**src/rtl/rect_fill.sv**
```systemverilog
// Rectangle fill engine: writes a solid palette index into a linear frame buffer, one pixel per accepted write.
// Optional build macro RECT_FILL_CLIP_EN clips rectangles to the screen instead of rejecting them.
module rect_fill #(
    parameter int H_ACTIVE = 640,
    parameter int V_ACTIVE = 480,
    parameter int BPP      = 3,
    localparam int AW      = $clog2(H_ACTIVE * V_ACTIVE)
) (
    input  logic           clk_i,
    input  logic           rst_i,
    input  logic           cmd_valid_i,
    output logic           cmd_ready_o,
    input  logic [9:0]     cmd_x_i,
    input  logic [9:0]     cmd_y_i,
    input  logic [9:0]     cmd_w_i,
    input  logic [9:0]     cmd_h_i,
    input  logic [BPP-1:0] cmd_color_i,
    output logic           wr_en_o,
    output logic [AW-1:0]  wr_addr_o,
    output logic [BPP-1:0] wr_data_o,
    input  logic           wr_ready_i,
    output logic           busy_o,
    output logic           done_o,
    output logic           err_o
);

    localparam logic [1:0] S_IDLE  = 2'd0;
    localparam logic [1:0] S_SETUP = 2'd1;
    localparam logic [1:0] S_FILL  = 2'd2;
    localparam logic [1:0] S_DONE  = 2'd3;

    localparam logic [11:0] H_C    = 12'(H_ACTIVE);
    localparam logic [11:0] V_C    = 12'(V_ACTIVE);
    localparam logic [AW-1:0] H_AW = AW'(H_ACTIVE);

    logic [1:0]     state_q, state_d;
    logic [9:0]     x_q, x_d;
    logic [9:0]     y_q, y_d;
    logic [9:0]     w_q, w_d;
    logic [9:0]     h_q, h_d;
    logic [BPP-1:0] color_q, color_d;
    logic [AW-1:0]  row_base_q, row_base_d;
    logic [AW-1:0]  addr_q, addr_d;
    logic [9:0]     col_left_q, col_left_d;
    logic [9:0]     row_left_q, row_left_d;
    logic [9:0]     wm1_q, wm1_d;
    logic           rej_q, rej_d;

    logic [11:0]    x_ext, y_ext;
    logic [9:0]     w_eff, h_eff;
    logic           empty, reject;
    logic [AW-1:0]  base_calc;

`ifdef RECT_FILL_CLIP_EN
    logic           off_screen;
    logic [11:0]    x_room, y_room;
`else
    logic [11:0]    x_end, y_end;
    logic           zero_size;
`endif

    // Geometry evaluated from the latched command during SETUP.
    always_comb begin
        x_ext     = {2'b00, x_q};
        y_ext     = {2'b00, y_q};
        base_calc = AW'(y_q) * H_AW + AW'(x_q);
`ifdef RECT_FILL_CLIP_EN
        off_screen = (x_ext >= H_C) || (y_ext >= V_C);
        x_room     = H_C - x_ext;
        y_room     = V_C - y_ext;
        // Room is only taken when smaller than the 10-bit request, so it fits.
        w_eff      = ({2'b00, w_q} > x_room) ? x_room[9:0] : w_q;
        h_eff      = ({2'b00, h_q} > y_room) ? y_room[9:0] : h_q;
        reject     = 1'b0;
        empty      = off_screen || (w_eff == '0) || (h_eff == '0);
`else
        x_end      = x_ext + {2'b00, w_q};
        y_end      = y_ext + {2'b00, h_q};
        w_eff      = w_q;
        h_eff      = h_q;
        zero_size  = (w_q == '0) || (h_q == '0);
        reject     = !zero_size && ((x_end > H_C) || (y_end > V_C));
        empty      = zero_size || reject;
`endif
    end

    always_comb begin
        state_d    = state_q;
        x_d        = x_q;
        y_d        = y_q;
        w_d        = w_q;
        h_d        = h_q;
        color_d    = color_q;
        row_base_d = row_base_q;
        addr_d     = addr_q;
        col_left_d = col_left_q;
        row_left_d = row_left_q;
        wm1_d      = wm1_q;
        rej_d      = rej_q;

        case (state_q)
            S_IDLE: begin
                if (cmd_valid_i) begin
                    x_d     = cmd_x_i;
                    y_d     = cmd_y_i;
                    w_d     = cmd_w_i;
                    h_d     = cmd_h_i;
                    color_d = cmd_color_i;
                    state_d = S_SETUP;
                end
            end
            S_SETUP: begin
                rej_d      = reject;
                row_base_d = base_calc;
                addr_d     = base_calc;
                col_left_d = w_eff - 10'd1;
                wm1_d      = w_eff - 10'd1;
                row_left_d = h_eff - 10'd1;
                state_d    = empty ? S_DONE : S_FILL;
            end
            S_FILL: begin
                if (wr_ready_i) begin
                    if (col_left_q == '0) begin
                        if (row_left_q == '0) begin
                            state_d = S_DONE;
                        end else begin
                            // Next row base is an add of the line pitch, no multiply.
                            row_left_d = row_left_q - 10'd1;
                            col_left_d = wm1_q;
                            row_base_d = row_base_q + H_AW;
                            addr_d     = row_base_q + H_AW;
                        end
                    end else begin
                        col_left_d = col_left_q - 10'd1;
                        addr_d     = addr_q + AW'(1);
                    end
                end
            end
            default: begin
                state_d = S_IDLE;
            end
        endcase
    end

    always_ff @(posedge clk_i) begin
        if (rst_i) begin
            state_q    <= S_IDLE;
            x_q        <= '0;
            y_q        <= '0;
            w_q        <= '0;
            h_q        <= '0;
            color_q    <= '0;
            row_base_q <= '0;
            addr_q     <= '0;
            col_left_q <= '0;
            row_left_q <= '0;
            wm1_q      <= '0;
            rej_q      <= 1'b0;
        end else begin
            state_q    <= state_d;
            x_q        <= x_d;
            y_q        <= y_d;
            w_q        <= w_d;
            h_q        <= h_d;
            color_q    <= color_d;
            row_base_q <= row_base_d;
            addr_q     <= addr_d;
            col_left_q <= col_left_d;
            row_left_q <= row_left_d;
            wm1_q      <= wm1_d;
            rej_q      <= rej_d;
        end
    end

    // Reset masks every output in the reset cycle itself, so nothing is written while rst_i is high.
    assign cmd_ready_o = (state_q == S_IDLE) && !rst_i;
    assign busy_o      = (state_q != S_IDLE) && !rst_i;
    assign wr_en_o     = (state_q == S_FILL) && !rst_i;
    assign wr_addr_o   = rst_i ? '0 : addr_q;
    assign wr_data_o   = rst_i ? '0 : color_q;
    assign done_o      = (state_q == S_DONE) && !rst_i;
    assign err_o       = (state_q == S_DONE) && rej_q && !rst_i;

endmodule

```
**config.mk**
```make
export PLATFORM = sky130hd
export DESIGN_NAME = rect_fill
export DESIGN_NICKNAME = d
export VERILOG_FILES = /design/src/rtl/rect_fill.sv
export SDC_FILE = /design/constraint.sdc
export NUM_CORES = 1
export LEC_CHECK = 0
export ABC_AREA = 0
export BUFFER_PORTS_ARGS = -buffer_cell sky130_fd_sc_hd__buf_2
export CORE_MARGIN = 4
export CORE_UTILIZATION = 40
export DETAILED_ROUTE_END_ITERATION = 8
export MAX_ROUTING_LAYER = met4
export PLACE_DENSITY = 0.57
export SLEW_MARGIN = 5
export SYNTH_ARGS = -nofsm -noshare
export SYNTH_HDL_FRONTEND = slang
export SYNTH_SLANG_ARGS = --single-unit
export TNS_END_PERCENT = 10
```
**constraint.sdc**
```tcl
create_clock -name clk_i -period 3.26 [get_ports clk_i]
set_input_delay 0.652 -clock clk_i [delete_from_list [all_inputs] [get_ports clk_i]]
set_output_delay 0.652 -clock clk_i [all_outputs]
set_load 0.01 [all_outputs]
```
==> results.cfg <==
[flow_run]
cap_violations = 0

[worst_setup_path]
cp_max_fo = 4
required_ns = 3.60
crit_type = flop to flop
cp.arrival_ns = 3.27
startpoint_type = flop
end_kind = flop

[power]
max-vdd-ir-drop_v = 0.0004969
total_power_mw = 8.935
power_density_mw_per_mm2 = 963.2
cellLeakagePower_nw = 3.728

[yosys]
synth_flop_cell = dfxtp_1
ys_types = 81
yosysWarnings = 0
avgSynthCellArea_sq_um = 7.722
synth-edff-count = 0
ys_seq_area_share_pct = 28.28
synth_top_family_by_area = simple AND/OR/NAND/NOR gates
synth_compound_area_share_pct = 23.76
synthArstFlopShare_pct = 0
synth_xor_area_share_pct = 5.644
ys_seq_elements = 114
syn_inst = 1045
syn_area_sq_mm = 0.008069
synth-adder-area-share_pct = 8.746
synthSimpleGateAreaFrac_pct = 25.31
synth.mux.area_fraction_pct = 2.512
syn_nets = 1146

[floorplan]
die_h_um = 150.0
io_pins = 74
rows = 51
core_sq_mm = 0.01965
die-area_sq_mm = 0.02251
die_w_um = 150.0
start_util_pct = 41.06

[route]
drt_iter0_markers = 413
final_antenna_net_count = 0
routedWlPerCell_um = 16.46
drt_wl_total_um = 22650
viasPerCell = 5.529
num_vias = 7608
first_pass_iters = 5
post-route-drc-count = 0

[clock_network]
clock-sinks = 114
cts_max_level = 4
cts_tree = yes
clk_latency_ns = 0.43
post-cts-setup-buffer-count = 0
cts_buffer_depth = 2
clock-root-buffer = clkbuf_16
ctsHoldBuffers = 0
cts-buffers-inserted = 17
post_cts_resized = 0
path_clk_slew_ns = 0.06

[run_status]
status = completed

[global_route]
grt_max_degree = 46
antenna_found_initial = 1
track_usage_pct = 20.95
grt_overflow = 0
grt_pass1_wl_um = 36890
first_global_vias = 7179

[final_layout]
post-route-util_pct = 47.20
top_regs = addr_q: 19 flops, row_base_q: 19 flops
final_cells = 1376
nFillCells = 2056
area_delta_synth_final_pct = 14.96
nets = 1199
num_antenna_cells = 0
drive_gt1_share_pct = 13.77
post-route-cell-area_sq_mm = 0.009276

[sta]
fin_crit_ns = 2.926
drv_slew = 0
worst_pin_slew_ns = 0.6448
period_share_pct = 89.77
rsz0062_at_grt = false
hold_viol_final = 0
fin_setup_tns_ns = 0
max_freq_mhz = 341.7
finalSetupViolations = 0
finClkSkew_ns = 0.01063
maxSlewHeadroom_pct = 56.92
holdWs_ns = 0.4543
layout_setup_ws_ns = 0.3336

[place]
dp.cells = 1344
place_ws_ns = 0.3256
io_buffer_count = 73
hpwl_um = 16340
gp_congestion = 0.8894
place_area_sq_mm = 0.008633

[min_path]
hp-class = flop to flop
-- cells by family after synthesis --
group | after synthesis
buf+inv | 90
compound gates | 293
flops | 114
mux | 20
xor+xnor | 52
fa+ha+maj | 54
simple gates | 422
-- where the power goes --
| group | total (mW) | internal, mW | switching, mW | leakage [nW] |
|---|---|---|---|---|
| combinational | 4.46 | 1.75 | 2.71 | 2.48 |
| clock | 2.08 | 1.39 | 0.687 | 0.317 |
| sequential | 2.40 | 1.84 | 0.559 | 0.934 |
-- metal layers --
layer,GRT usage (%),wire length (um),vias up
met4,4.620,147,0
li1,-,-,3866
met5,-,0,-
met2,31.54,9966,171
met3,3.695,1124,15
met1,29.46,11410,3556
-- final timing paths --
check        depth (start not counted)             end  startpoint  slack (ns)
max reg2reg                         10  row_base_q[16]      y_q[3]        0.33
min                                  2      color_q[2]  color_q[2]        0.45
min reg2reg                          2      color_q[2]  color_q[2]        0.45
max                                 10  row_base_q[16]      y_q[3]        0.33
-- cell usage in the layout, fill, tap and decap left out, drive strengths merged, types with 6 or more instances in the layout --
cell type	synthesis	routed
nand2	155	155
dfxtp	114	114
buf	25	99
a21oi	96	96
nor2	91	91
o21ai	53	53
ha	50	50
nor3	35	35
nor2b	33	33
xnor2	30	30
a211oi	28	28
inv	25	25
nand3	24	24
xor2	22	22
o211ai	21	21
clkbuf	39	21
mux2i	18	18
a21o	14	14
and3	14	14
a311oi	11	11
a31oi	10	10
nand2b	9	9
o21a	9	9
nand4	9	9
nor4	9	9
and4	6	6
nor3b	6	6
or3	6	6
o2111ai	6	6
o31ai	6	6
and2	6	6
-- cell usage after synthesis (21+ instances only) --
library cell / number / area share (%)
nor2b_1: 33 / 2.6
inv_1: 25 / 1.2
nand3_1: 23 / 1.4
ha_1: 50 / 7.8
nor3_1: 35 / 2.2
a21oi_1: 95 / 5.9
dfxtp_1: 114 / 28
xnor2_1: 30 / 3.3
a211oi_1: 26 / 2.4
o21ai_0: 49 / 3.0
xor2_1: 22 / 2.4
nor2_1: 91 / 4.2
clkbuf_1: 36 / 1.7
nand2_1: 154 / 7.2
o211ai_1: 21 / 2.0
-- critical path, stage by stage (launching register included) --
cell and delay [ns]:
dfxtp_1 0.40, ha_1 0.26, ha_1 0.25, fa_1 0.44
xor2_1 0.29, o211ai_1 0.18, nor4_2 0.23, and3_2 0.29
xor2_1 0.16, nand2_1 0.10, a311oi_2 0.26
-- cell type report --
class,instances,area [sq um],share of cell area (%)
Timing Repair Buffer,99,600.6,6.474
Multi-Input combinational cell,841,5325,57.40
Inverter,25,93.84,1.012
Tap cell,265,331.6,3.574
Clock buffer,21,460.4,4.964
Clock inverter,11,182.7,1.969
Sequential cell,114,2282,24.60
Power figures use the tool's default switching activity.
